<file path="config.mk">
export PLATFORM = sky130hd
export DESIGN_NAME = ha_token_join_flat
export DESIGN_NICKNAME = d
export VERILOG_FILES = /design/src/rtl/ha_token_join_if.sv /design/src/rtl/ha_token_join.sv /design/src/flat_wrapper.sv
export SDC_FILE = /design/constraint.sdc
export NUM_CORES = 1
export LEC_CHECK = 0
export ABC_AREA = 1
export BUFFER_PORTS_ARGS = -buffer_cell sky130_fd_sc_hd__buf_2
export CELL_PAD_IN_SITES_DETAIL_PLACEMENT = 1
export CELL_PAD_IN_SITES_GLOBAL_PLACEMENT = 1
export CORE_MARGIN = 2
export CORE_UTILIZATION = 30
export DETAILED_ROUTE_END_ITERATION = 12
export GPL_TIMING_DRIVEN = 0
export PLACE_DENSITY_LB_ADDON = 0.05
export SYNTH_ARGS = -nofsm -noshare
export SYNTH_HDL_FRONTEND = slang
export SYNTH_SLANG_ARGS = --single-unit
</file>
<file path="constraint.sdc">
create_clock -name clk -period 6.35 [get_ports clk]
set_clock_uncertainty 0.15 [all_clocks]
set_input_delay 0.635 -clock clk [delete_from_list [all_inputs] [get_ports clk]]
set_output_delay 0.635 -clock clk [all_outputs]
set_load 0.05 [all_outputs]
</file>
<file path="src/rtl/ha_token_join_if.sv">
// Handshake bundle for the two-input token join.
// The producer ports, the joined output port and the status counters.
interface ha_token_join_if #(
  parameter int DataIn_BW = 32,
  parameter int ADDR_W    = 2,
  parameter int CNT_W     = 16
);
  logic [DataIn_BW-1:0] DataIn_0;
  logic                 DataIn_0_Valid;
  logic                 DataIn_0_Ready;
  logic [DataIn_BW-1:0] DataIn_1;
  logic                 DataIn_1_Valid;
  logic                 DataIn_1_Ready;
  logic [DataIn_BW-1:0] DataOut_0;
  logic [DataIn_BW-1:0] DataOut_1;
  logic                 DataOut_Valid;
  logic                 DataOut_Ready;
  logic [ADDR_W:0]      Occ_0;
  logic [ADDR_W:0]      Occ_1;
  logic [CNT_W-1:0]     Tok_Count;

  modport slave (
    input  DataIn_0, DataIn_0_Valid, DataIn_1, DataIn_1_Valid, DataOut_Ready,
    output DataIn_0_Ready, DataIn_1_Ready, DataOut_0, DataOut_1, DataOut_Valid,
           Occ_0, Occ_1, Tok_Count
  );

  modport master (
    output DataIn_0, DataIn_0_Valid, DataIn_1, DataIn_1_Valid, DataOut_Ready,
    input  DataIn_0_Ready, DataIn_1_Ready, DataOut_0, DataOut_1, DataOut_Valid,
           Occ_0, Occ_1, Tok_Count
  );
endinterface

</file>
<file path="src/rtl/ha_token_join.sv">
// Two-input token join: each producer feeds its own elastic FIFO, and a joined
// token carrying both head words fires once both FIFOs are non-empty.
module ha_token_join #(
  parameter int DataIn_BW = 32,
  parameter int DEPTH     = 4,
  parameter int ADDR_W    = 2,
  parameter int CNT_W     = 16
) (
  input logic           clk,
  input logic           rst,
  ha_token_join_if.slave bus
);
  localparam logic [ADDR_W:0] OCC_FULL = (ADDR_W+1)'(DEPTH);

  logic [DataIn_BW-1:0] mem [2][DEPTH];
  logic [ADDR_W-1:0]    wr_ptr [2];
  logic [ADDR_W-1:0]    rd_ptr [2];
  logic [ADDR_W:0]      occ [2];
  logic [DataIn_BW-1:0] din [2];
  logic [1:0]           din_valid;
  logic [1:0]           ready;
  logic [1:0]           push;
  logic                 out_valid;
  logic                 fire;
  logic [CNT_W-1:0]     tok_count;

  assign din[0]       = bus.DataIn_0;
  assign din[1]       = bus.DataIn_1;
  assign din_valid[0] = bus.DataIn_0_Valid;
  assign din_valid[1] = bus.DataIn_1_Valid;

  // Ready looks only at registered occupancy, so a full FIFO cannot take a
  // token in the same cycle it is popped.
  always_comb begin
    for (int s = 0; s < 2; s++) begin
      ready[s] = (occ[s] != OCC_FULL) & rst;
      push[s]  = din_valid[s] & ready[s];
    end
  end

  assign out_valid = (occ[0] != '0) & (occ[1] != '0);
  assign fire      = out_valid & bus.DataOut_Ready;

  always_ff @(posedge clk or negedge rst) begin
    if (!rst) begin
      for (int s = 0; s < 2; s++) begin
        for (int i = 0; i < DEPTH; i++) mem[s][i] <= '0;
        wr_ptr[s] <= '0;
        rd_ptr[s] <= '0;
        occ[s]    <= '0;
      end
      tok_count <= '0;
    end else begin
      for (int s = 0; s < 2; s++) begin
        if (push[s]) begin
          mem[s][wr_ptr[s]] <= din[s];
          wr_ptr[s]         <= wr_ptr[s] + 1'b1;
        end
        if (fire) rd_ptr[s] <= rd_ptr[s] + 1'b1;
        occ[s] <= occ[s] + {{ADDR_W{1'b0}}, push[s]} - {{ADDR_W{1'b0}}, fire};
      end
      if (fire) tok_count <= tok_count + 1'b1;
    end
  end

  assign bus.DataIn_0_Ready = ready[0];
  assign bus.DataIn_1_Ready = ready[1];
  assign bus.DataOut_0      = mem[0][rd_ptr[0]];
  assign bus.DataOut_1      = mem[1][rd_ptr[1]];
  assign bus.DataOut_Valid  = out_valid;
  assign bus.Occ_0          = occ[0];
  assign bus.Occ_1          = occ[1];
  assign bus.Tok_Count      = tok_count;

  a_no_push_full_0 : assert property (@(posedge clk) disable iff (!rst) !(push[0] && occ[0] == OCC_FULL));
  a_no_push_full_1 : assert property (@(posedge clk) disable iff (!rst) !(push[1] && occ[1] == OCC_FULL));
  a_no_pop_empty_0 : assert property (@(posedge clk) disable iff (!rst) !(fire && occ[0] == '0));
  a_no_pop_empty_1 : assert property (@(posedge clk) disable iff (!rst) !(fire && occ[1] == '0));
endmodule
</file>
<file path="src/flat_wrapper.sv">
// flat-port wrapper written by rule: the top's interface ports become plain ports
module ha_token_join_flat 
#(
  parameter int DataIn_BW = 32,
  parameter int DEPTH     = 4,
  parameter int ADDR_W    = 2,
  parameter int CNT_W     = 16
)
  (clk, rst, bus_DataIn_0, bus_DataIn_0_Valid, bus_DataIn_1, bus_DataIn_1_Valid, bus_DataOut_Ready, bus_DataIn_0_Ready, bus_DataIn_1_Ready, bus_DataOut_0, bus_DataOut_1, bus_DataOut_Valid, bus_Occ_0, bus_Occ_1, bus_Tok_Count);
  ha_token_join_if #(.DataIn_BW(DataIn_BW), .ADDR_W(ADDR_W), .CNT_W(CNT_W)) bus_i ();
  input logic clk;
  input logic rst;
  input wire logic [$bits(bus_i.DataIn_0)-1:0] bus_DataIn_0;
  input wire logic [$bits(bus_i.DataIn_0_Valid)-1:0] bus_DataIn_0_Valid;
  input wire logic [$bits(bus_i.DataIn_1)-1:0] bus_DataIn_1;
  input wire logic [$bits(bus_i.DataIn_1_Valid)-1:0] bus_DataIn_1_Valid;
  input wire logic [$bits(bus_i.DataOut_Ready)-1:0] bus_DataOut_Ready;
  output wire logic [$bits(bus_i.DataIn_0_Ready)-1:0] bus_DataIn_0_Ready;
  output wire logic [$bits(bus_i.DataIn_1_Ready)-1:0] bus_DataIn_1_Ready;
  output wire logic [$bits(bus_i.DataOut_0)-1:0] bus_DataOut_0;
  output wire logic [$bits(bus_i.DataOut_1)-1:0] bus_DataOut_1;
  output wire logic [$bits(bus_i.DataOut_Valid)-1:0] bus_DataOut_Valid;
  output wire logic [$bits(bus_i.Occ_0)-1:0] bus_Occ_0;
  output wire logic [$bits(bus_i.Occ_1)-1:0] bus_Occ_1;
  output wire logic [$bits(bus_i.Tok_Count)-1:0] bus_Tok_Count;
  assign bus_i.DataIn_0 = bus_DataIn_0;
  assign bus_i.DataIn_0_Valid = bus_DataIn_0_Valid;
  assign bus_i.DataIn_1 = bus_DataIn_1;
  assign bus_i.DataIn_1_Valid = bus_DataIn_1_Valid;
  assign bus_i.DataOut_Ready = bus_DataOut_Ready;
  assign bus_DataIn_0_Ready = bus_i.DataIn_0_Ready;
  assign bus_DataIn_1_Ready = bus_i.DataIn_1_Ready;
  assign bus_DataOut_0 = bus_i.DataOut_0;
  assign bus_DataOut_1 = bus_i.DataOut_1;
  assign bus_DataOut_Valid = bus_i.DataOut_Valid;
  assign bus_Occ_0 = bus_i.Occ_0;
  assign bus_Occ_1 = bus_i.Occ_1;
  assign bus_Tok_Count = bus_i.Tok_Count;
  ha_token_join #(.DataIn_BW(DataIn_BW), .DEPTH(DEPTH), .ADDR_W(ADDR_W), .CNT_W(CNT_W)) u_core (.clk(clk), .rst(rst), .bus(bus_i));
endmodule
</file>
# [Word-level counts from Yosys, hierarchy flattened]
# Cells that the tools add are included.
[totals] regBits=286
[op_classes] n_addsub=9 order_cmp=6 n_eq_ne=2 muxes=12 n_bitwise=10 reduce_logical=4
[op_table] cell="bitwise mux 128 bit" n=2
[op_table] cell="2-to-1 mux 32 bit" n=6
[op_table] cell="binary-select mux 32 bit (select 2 bit)" n=2
[op_table] cell="demux 32 bit (select 2 bit)" n=2
[op_table] cell="adder 16 x 1 -> 16 bit (second input constant)" n=1
[op_table] cell="greater-or-equal comparator 3 bit (second input constant)" n=4
[op_table] cell="inverter 2 -> 3 bit" n=4
[op_table] cell="adder 2 x 1 -> 2 bit (second input constant)" n=4
[op_table] cell="adder 3 x 1 -> 3 bit" n=2
[op_table] cell="bitwise AND 1 bit" n=6
[op_table] cell="< comparator 3 x 1 -> 1 bit (second input constant)" n=2
[op_table] cell="inequality test 3 bit (second input constant)" n=2
[op_table] cell="nonzero test 3 bit" n=2
[op_table] cell="subtractor 3 x 1 -> 3 bit" n=2
[op_table] cell="logical AND 1 bit" n=2

# [Depth between registers and ports, before layout]
# Gate-level depths: netlist of the first run.
[logic_depth] ltp_word=6 mapped_depth=12 depth_no_buf=11

# [Least setup slack after synthesis of the first run]
# Ideal clock, no wire load.
[synth_path] kind="register to register" startpoint="reg u_core.occ, in the netlist u_core.bus.Occ_0[1]" endpoint="reg u_core.occ, in the netlist u_core.bus.Occ_0[2]" setup_ns=0.129 arrival_ns=2.502 required_ns=6.071 slack_ns=3.569 stages_incl_launch_ff=13 period_less_slack_ns=2.781 path_cell_list="dfrtp_1 -> inv_2 -> nand3_1 -> nand3_2 -> buf_2 -> inv_1 -> ha_1 -> inv_1 -> ha_1 -> inv_1 -> fa_1 -> xnor2_1 -> xor2_1"
[synth_lines] item="from (decl)" line_no="ha_token_join.sv:18" source="logic [ADDR_W:0] occ [2];"
[synth_lines] item="from (signal, indexed assignment)" line_no="ha_token_join.sv:60" source="occ[s] <= occ[s] + {{ADDR_W{1'b0}}, push[s]} - {{ADDR_W{1'b0}}, fire};"
[synth_lines] item="nonzero test 3 bit" line_no="ha_token_join.sv:41" source="assign out_valid = (occ[0] != '0) & (occ[1] != '0);"
[synth_lines] item="bitwise AND 1 bit" line_no="ha_token_join.sv:41"
[synth_lines] item="bitwise AND 1 bit" line_no="ha_token_join.sv:42" source="assign fire = out_valid & bus.DataOut_Ready;"
[synth_lines] item="net u_core.fire" line_no="ha_token_join.sv:24" source="logic fire;"
[synth_lines] item="subtractor 3 x 1 -> 3 bit" line_no="ha_token_join.sv:60"
# The timed path passes the listed nets, and every way through them passes these cells.
# A chain may end at the register's enable or synchronous reset.

# [Worst setup path in the final report of the first run]
[layout_path] startpoint="in rst" endpoint="out bus_DataIn_0_Ready"
[layout_between] elab_chain_cells=1
[layout_lines] item="from (decl)" line_no="flat_wrapper.sv:12" source="input logic rst;"
[layout_lines] item="bitwise AND 1 bit" line_no="ha_token_join.sv:36" source="ready[s] = (occ[s] != OCC_FULL) & rst;"
[layout_lines] item="to (decl)" line_no="flat_wrapper.sv:18" source="output wire logic [$bits(bus_i.DataIn_0_Ready)-1:0] bus_DataIn_0_Ready;"
# No other way between the ends.

==> flow_summary_export.csv, run 1 <==
group,metric,value,unit
finish,nFillCells,5522,
power_and_ir_drop,clkPwrFrac,0.209,
route,drt-initial-drc-count,745,
clocking,htree_levels,2,
sta,relSlewSlack,0.471,
power_and_ir_drop,swShare,0.504,
sta,drv_slew,0,
hold_path,worstHoldStart,"bus_DataIn_0[27]",
logic_synthesis,synth_seq_cells,286,
logic_synthesis,syn_area,13700,sq um
critical_path,cp-start-kind,"primary input",
critical_path,end_kind,"output pin",
route,wl_per_cell,21.2,um
critical_path,worst-r2r-setup-slack,3.33,ns
critical_path,worstRegToRegCells,12,
critical_path,worst-path-max-fanout,106,
sta,clock.fmax,208,MHz
clocking,tritoncts,"yes",
route,drcViolationCount,0,
placed_design,placedCellCount,2446,
placed_design,dp_slack,1.81,ns
power_and_ir_drop,p_comb_frac,0.497,
finish,diodes,0,
grt,grt-busiest-layer,"met2",
status,outcome,"complete, no violations",
hold_path,min_path_type,"in -> reg",
route,num_vias,12942,
floorplanning,start_util,0.304,
clocking,cts_sinks,286,
finish,final_cells,2517,
floorplanning,die-height,218,um
critical_path,r2r-end,"u_core.bus.Occ_0[2]",
power_and_ir_drop,power.switching,0.00538,W
floorplanning,coreArea,45300,sq um
critical_path,worst_ep_arrival_time,4.02,ns
clocking,max-clock-path-buffers,3,
grt,grt_pass1_vias,13530,
sta,hold_ws,0.223,ns
floorplanning,dieWidth,218,um
placed_design,post_dp_cell_area,15300,sq um
critical_path,slowest_delay,0.60,ns
floorplanning,ioPinCount,158,
sta,min_period,4.80,ns
route,vias_per_cell,5.14,
grt,grt_pass1_wl,82600,um
sta,timing.final.crit_share,0.756,
route,firstDrtPassIters,5,
hold_path,whs_path_depth,3,
floorplanning,rows,78,
critical_path,cpMaxStageDelayCell,"clkbuf_1",
logic_synthesis,synth.avg_cell_area,8.14,sq um
logic_synthesis,yosysTopAreaCell,"dfrtp_1",
power_and_ir_drop,internal-power,0.00530,W
critical_path,worst_ep_required_time,5.56,ns
route,detail-route-antenna-nets,0,
placed_design,numPortBuffers,155,
grt,grt_use_met1,0.316,
sta,worstMarginPinSlew,0.794,ns
sta,finalHoldViolCount,0,
logic_synthesis,synthTopCellsByArea,"dfrtp_1 52%, nand2_1 15%, nand4_1 12%",
power_and_ir_drop,pwr-share-seq,0.294,
critical_path,r2r-start,"u_core.bus.Occ_1[1]",
logic_synthesis,ys_seq_area_frac,0.521,
grt,met2_usage,0.364,
critical_path,critPathKind,"in -> out",
placed_design,dp_hpwl,36800,um
logic_synthesis,synth_top_area_share,0.521,
finish,drive_above_1_share,0.137,
finish,final_nets,1971,
clocking,ctsRootBufferMaster,"clkbuf_16",
clocking,cts_buffers,38,
power_and_ir_drop,p_leak,8.30,nW
critical_path,path_delay_family,"buffers and inverters",
critical_path,critPathBufInv,6,
floorplanning,die_area,47500,sq um
grt,grt_max_degree,107,
sta,setup_violations,0,
power_and_ir_drop,peakVddDrop,322,uV
critical_path,crit_path_cell_trace,"dlygate4sd3_1 -> buf_8 -> buf_16 -> inv_1 -> a31oi_2 -> clkbuf_1 -> buf_2",
power_and_ir_drop,p_per_area,642,nW/um^2
route,wl,53500,um
finish,fin_area,16600,sq um
grt,antenna_found_initial,0,
flow_run,cap_violations,0,
finish,area_delta_synth_final,21.1,%
hold_path,holdPathEnd,"u_core.mem[251]",
logic_synthesis,yosys_warnings,0,
grt,grt_overflow,0,
sta,rsz0062_at_grt,"false",
sta,final.setup.worst_slack,1.55,ns
logic_synthesis,synthCells,1689,
logic_synthesis,synthesis.nets,1773,
clocking,clock_latency,0.55,ns
grt,track_usage,0.227,
sta,tns,0,ns
grt,met3_usage,0.0298,
logic_synthesis,synth_cell_type_count,22,
placed_design,gp_congestion,0.794,
clocking,path_clk_slew,0.06,ns
-- cell type report --
type	count	area [sq um]	share of cell area
inverter	29	109	0.00654
sequential	286	7160	0.430
buffer	155	628	0.0377
tap	600	751	0.0451
multi-input combinational	1219	5850	0.351
clock buffer	61	1230	0.0740
clock inverter	9	70.1	0.00421
timing repair buffer	158	851	0.0511
-- sequential cells by signal (all words and copies together), names as in the netlist --
name,count
u_core.bus.Occ_1,3
u_core.bus.Occ_0,3
u_core.rd_ptr,4
u_core.mem,256
u_core.wr_ptr,4
u_core.bus.Tok_Count,16
-- how the worst max path moves through the flow --
stage | slack [ns] | startpoint | end | cells after the start
floorplan | 3.57 | u_core.bus.Occ_0[1] | u_core.bus.Occ_0[2] | 12
global placement | -3.13 | rst | u_core.bus.Occ_0[2] | 11
detailed placement | 1.81 | rst | u_core.bus.Occ_0[2] | 12
CTS | 1.44 | rst | bus_DataIn_0_Ready | 7
global route | 1.25 | rst | bus_DataIn_0_Ready | 7
finish | 1.55 | rst | bus_DataIn_0_Ready | 7
-- tightest hold or removal path, delay by kind of cell --
kind          cells  cell delay [ns]
simple gates      2             0.13
buf+inv           1             0.12
-- synth_stat cells (all sizes together) --
| master | n |
|---|---|
| nand4 | 258 |
| nor3 | 1 |
| nor2 | 146 |
| a31oi | 2 |
| o21ai | 129 |
| nand2 | 563 |
| inv | 29 |
| fa | 2 |
| dfrtp | 286 |
| nor3b | 1 |
| clkbuf | 112 |
| ha | 13 |
| xnor2 | 5 |
| buf | 43 |
| nand3b | 4 |
| o22ai | 64 |
| xor2 | 14 |
| nand3 | 17 |
-- per-layer routing --
metal,vias up,wire (um)
met4,0,1470
met1,6444,25500
li1,6167,-
met3,87,2020
met5,-,0
met2,244,24500
-- power groups by stage --
stage / Sequential [W] / Clock, W / Combinational [W]
2_1_floorplan: 0.00316 / 0 / 0.00363
3_3_place_gp: 0.00314 / 0 / 0.00531
3_5_place_dp: 0.00316 / 0 / 0.00537
4_1_cts: 0.00314 / 0.00229 / 0.00538
5_1_grt: 0.00325 / 0.00236 / 0.00581
6_report: 0.00314 / 0.00223 / 0.00531
-- kinds of logic after synthesis --
group	synth area share
and+or+nand+nor	0.321
DFF	0.521
AOI/OAI and AO/OA	0.0779
buffers and inverters	0.0536
xor gates and xnor gates	0.0121
adders and majority gates	0.0147
-- cell usage in the layout, fill, tap and decap left out, types with 2 or more instances in the layout --
cell type,count
ha_1,13
nand2_1,563
nand4_1,258
clkbuf_1,119
buf_2,191
inv_1,27
buf_1,6
o22ai_1,64
clkbuf_16,41
o21ai_0,129
nor2_1,145
clkbuf_8,13
fa_1,2
inv_2,2
clkinv_2,8
xor2_1,14
nand3_1,16
nand3b_1,4
xnor2_1,5
dfrtp_1,286
buf_16,2
a31oi_2,2
-- timing repair --
action | 4_1_cts | 5_1_grt
endpoints found under the setup margin | 0 | 0
resized for setup | 0 | 0
endpoints found under the hold margin | 14 | 0
hold buffers | 1 | 0
setup buffers | 0 | 0
-- stage by stage --
| stage | utilization | total power [W] |
|---|---|---|
| 3_3_place_gp | 0.337 | 0.00845 |
| 6_report | 0.368 | 0.0107 |
| 4_1_cts | 0.368 | 0.0108 |
| 2_1_floorplan | - | 0.00678 |
| 3_5_place_dp | 0.339 | 0.00853 |
| 5_1_grt | 0.368 | 0.0114 |
Power figures use the tool's default switching activity.
==> run 2, diff against run 1 <==
Clock period 6.35 ns to 4.6 ns, I/O delays scaled along.
==> run 2 against run 1 <==
Effect of this change: register-to-register slack worse by 1.8 ns; core utilization hardly changed; cell area hardly changed; routed wire length hardly changed; combinational power is 38% higher; cell count stayed put; global-route usage stayed put; hold slack worse by 0.17 ns; critical path depth stayed put; sequential power is 38% higher; power is 38% higher; highest routed layer unchanged.
==> flow_summary_export.csv, run 2 (synthesis gave the netlist of run 1 again) <==
group,metric,value,unit
finish,nFillCells,5521,
power_and_ir_drop,peakVddDrop,447,uV
finish,area_delta_synth_final,21.2,%
clocking,ctsRootBufferMaster,"clkbuf_16",
finish,diodes,0,
floorplanning,dieWidth,218,um
critical_path,critPathKind,"in -> out",
clocking,max-clock-path-buffers,3,
grt,grt_pass1_wl,82600,um
grt,track_usage,0.227,
route,wl,53500,um
placed_design,numPortBuffers,155,
grt,grt_overflow,0,
finish,multi_input_area,5850,sq um
clocking,postCtsSetupBuffers,0,
finish,fin_util,0.368,
critical_path,worst_ep_arrival_time,3.71,ns
floorplanning,ioPinCount,158,
status,outcome,"complete, no violations",
grt,antenna_found_initial,0,
route,top_layer_used,"met4",
sta,timing.final.crit_share,0.939,
floorplanning,start_util,0.304,
sta,clock.fmax,232,MHz
route,met3_length,2020,um
floorplanning,die-height,218,um
finish,final_common_cell,"nand2_1",
finish,final_nets,1971,
grt,grt_max_degree,107,
clocking,cts_buffers,38,
placed_design,dp_hpwl,36800,um
floorplanning,rows,78,
route,num_vias,12942,
route,wl_per_cell,21.2,um
placed_design,gp_congestion,0.794,
route,detail-route-antenna-nets,0,
sta,hold_ws,0.0484,ns
route,wl_met2,24500,um
clocking,htree_levels,2,
route,met1_length,25500,um
critical_path,end_kind,"output pin",
route,drt-initial-drc-count,745,
sta,worstMarginPinSlew,0.710,ns
finish,drive_above_1_share,0.137,
hold_path,min_path_type,"in -> reg",
clocking,path_clk_slew,0.06,ns
clocking,cts_sinks,286,
sta,relSlewSlack,0.527,
critical_path,cp-start-kind,"primary input",
power_and_ir_drop,p_per_area,885,nW/um^2
power_and_ir_drop,p_leak,8.30,nW
finish,regMostFlops,"u_core.mem",
clocking,tritoncts,"yes",
floorplanning,coreArea,45300,sq um
grt,grt_pass1_vias,13530,
route,vias_per_cell,5.14,
route,drcViolationCount,0,
clocking,clock_latency,0.55,ns
sta,drv_slew,0,
finish,regArea,7160,sq um
route,firstDrtPassIters,5,
floorplanning,die_area,47500,sq um
flow_run,cap_violations,0,
critical_path,worst_ep_required_time,3.99,ns
sta,rsz0062_at_grt,"false",
sta,setup_violations,0,
sta,finalHoldViolCount,0,
sta,min_period,4.32,ns
finish,final_cell_mix,"563 x nand2_1, 286 x dfrtp_1, 258 x nand4_1",
critical_path,worst-path-max-fanout,106,
finish,largest_reg_flops,256,
## run 2: changes by cell type in the layout (fill, tap and decap cells not counted)
cell,delta
buf_12,+1
buf_8,-1
## run 2: worst max-delay path, cell delays in order
cell and delay [ns]:
dlygate4sd3_1 0.58, buf_12 0.42, buf_16 0.44, inv_1 0.17, a31oi_2 0.50, clkbuf_1 0.60
buf_2 0.39
## run 2: final timing paths
kind                                     startpoint                   to  slack (ns)  depth (start not counted)
worst max-delay path                            rst   bus_DataIn_0_Ready        0.28                          7
min in group asynchronous                       rst      u_core.mem[134]        0.30                          2
worst max register to register  u_core.bus.Occ_1[1]  u_core.bus.Occ_0[2]        1.58                         12
worst min-delay path               bus_DataIn_0[27]      u_core.mem[251]        0.05                          3
max in group asynchronous                       rst       u_core.mem[49]        3.00                          3
worst min register to register       u_core.mem[87]       u_core.mem[87]        0.31                          2
## run 2: what timing repair did
action / 4_1_cts / 5_1_grt
gates resized for setup: 0 / 1
endpoints found under the setup margin: 0 / 3
hold buffers: 1 / 0
hold endpoints to repair: 90 / 0
## run 2: area by class of cell
cell class	count	share of cell area
timing repair buffer	158	0.0514
multi-input combinational	1219	0.351
clock inverter	9	0.00421
buffer	155	0.0377
sequential	286	0.430
inverter	29	0.00654
clock buffer	61	0.0739
tap	600	0.0451
## run 2: metrics by stage
step / cells / setup slack, ns / total power [W] / instance area, sq um / TNS (ns)
after floorplan: 1689 / 1.82 / 0.00936 / 13700 / 0
after global placement: 2444 / -4.71 / 0.0117 / 15300 / -2023.26
after detailed placement: 2446 / 0.237 / 0.0118 / 15300 / 0
after CTS: 2517 / 0.0425 / 0.0149 / 16600 / 0
after global routing: 2517 / 0.00347 / 0.0158 / 16700 / 0
final: 2517 / 0.282 / 0.0147 / 16700 / 0
## run 2: metal layers
metal | global-route usage | vias to the layer above
li1 | - | 6167
met3 | 0.0298 | 87
met5 | 0 | -
met2 | 0.364 | 244
met1 | 0.316 | 6444
met4 | 0.0741 | 0
## run 2: power by group
| part | switching [W] | internal (W) | total, W |
|---|---|---|---|
| logic | 0.00557 | 0.00175 | 0.00732 |
| registers | 0.000652 | 0.00368 | 0.00434 |
| clock network | 0.00120 | 0.00188 | 0.00308 |
| total | 0.00742 | 0.00732 | 0.0147 |
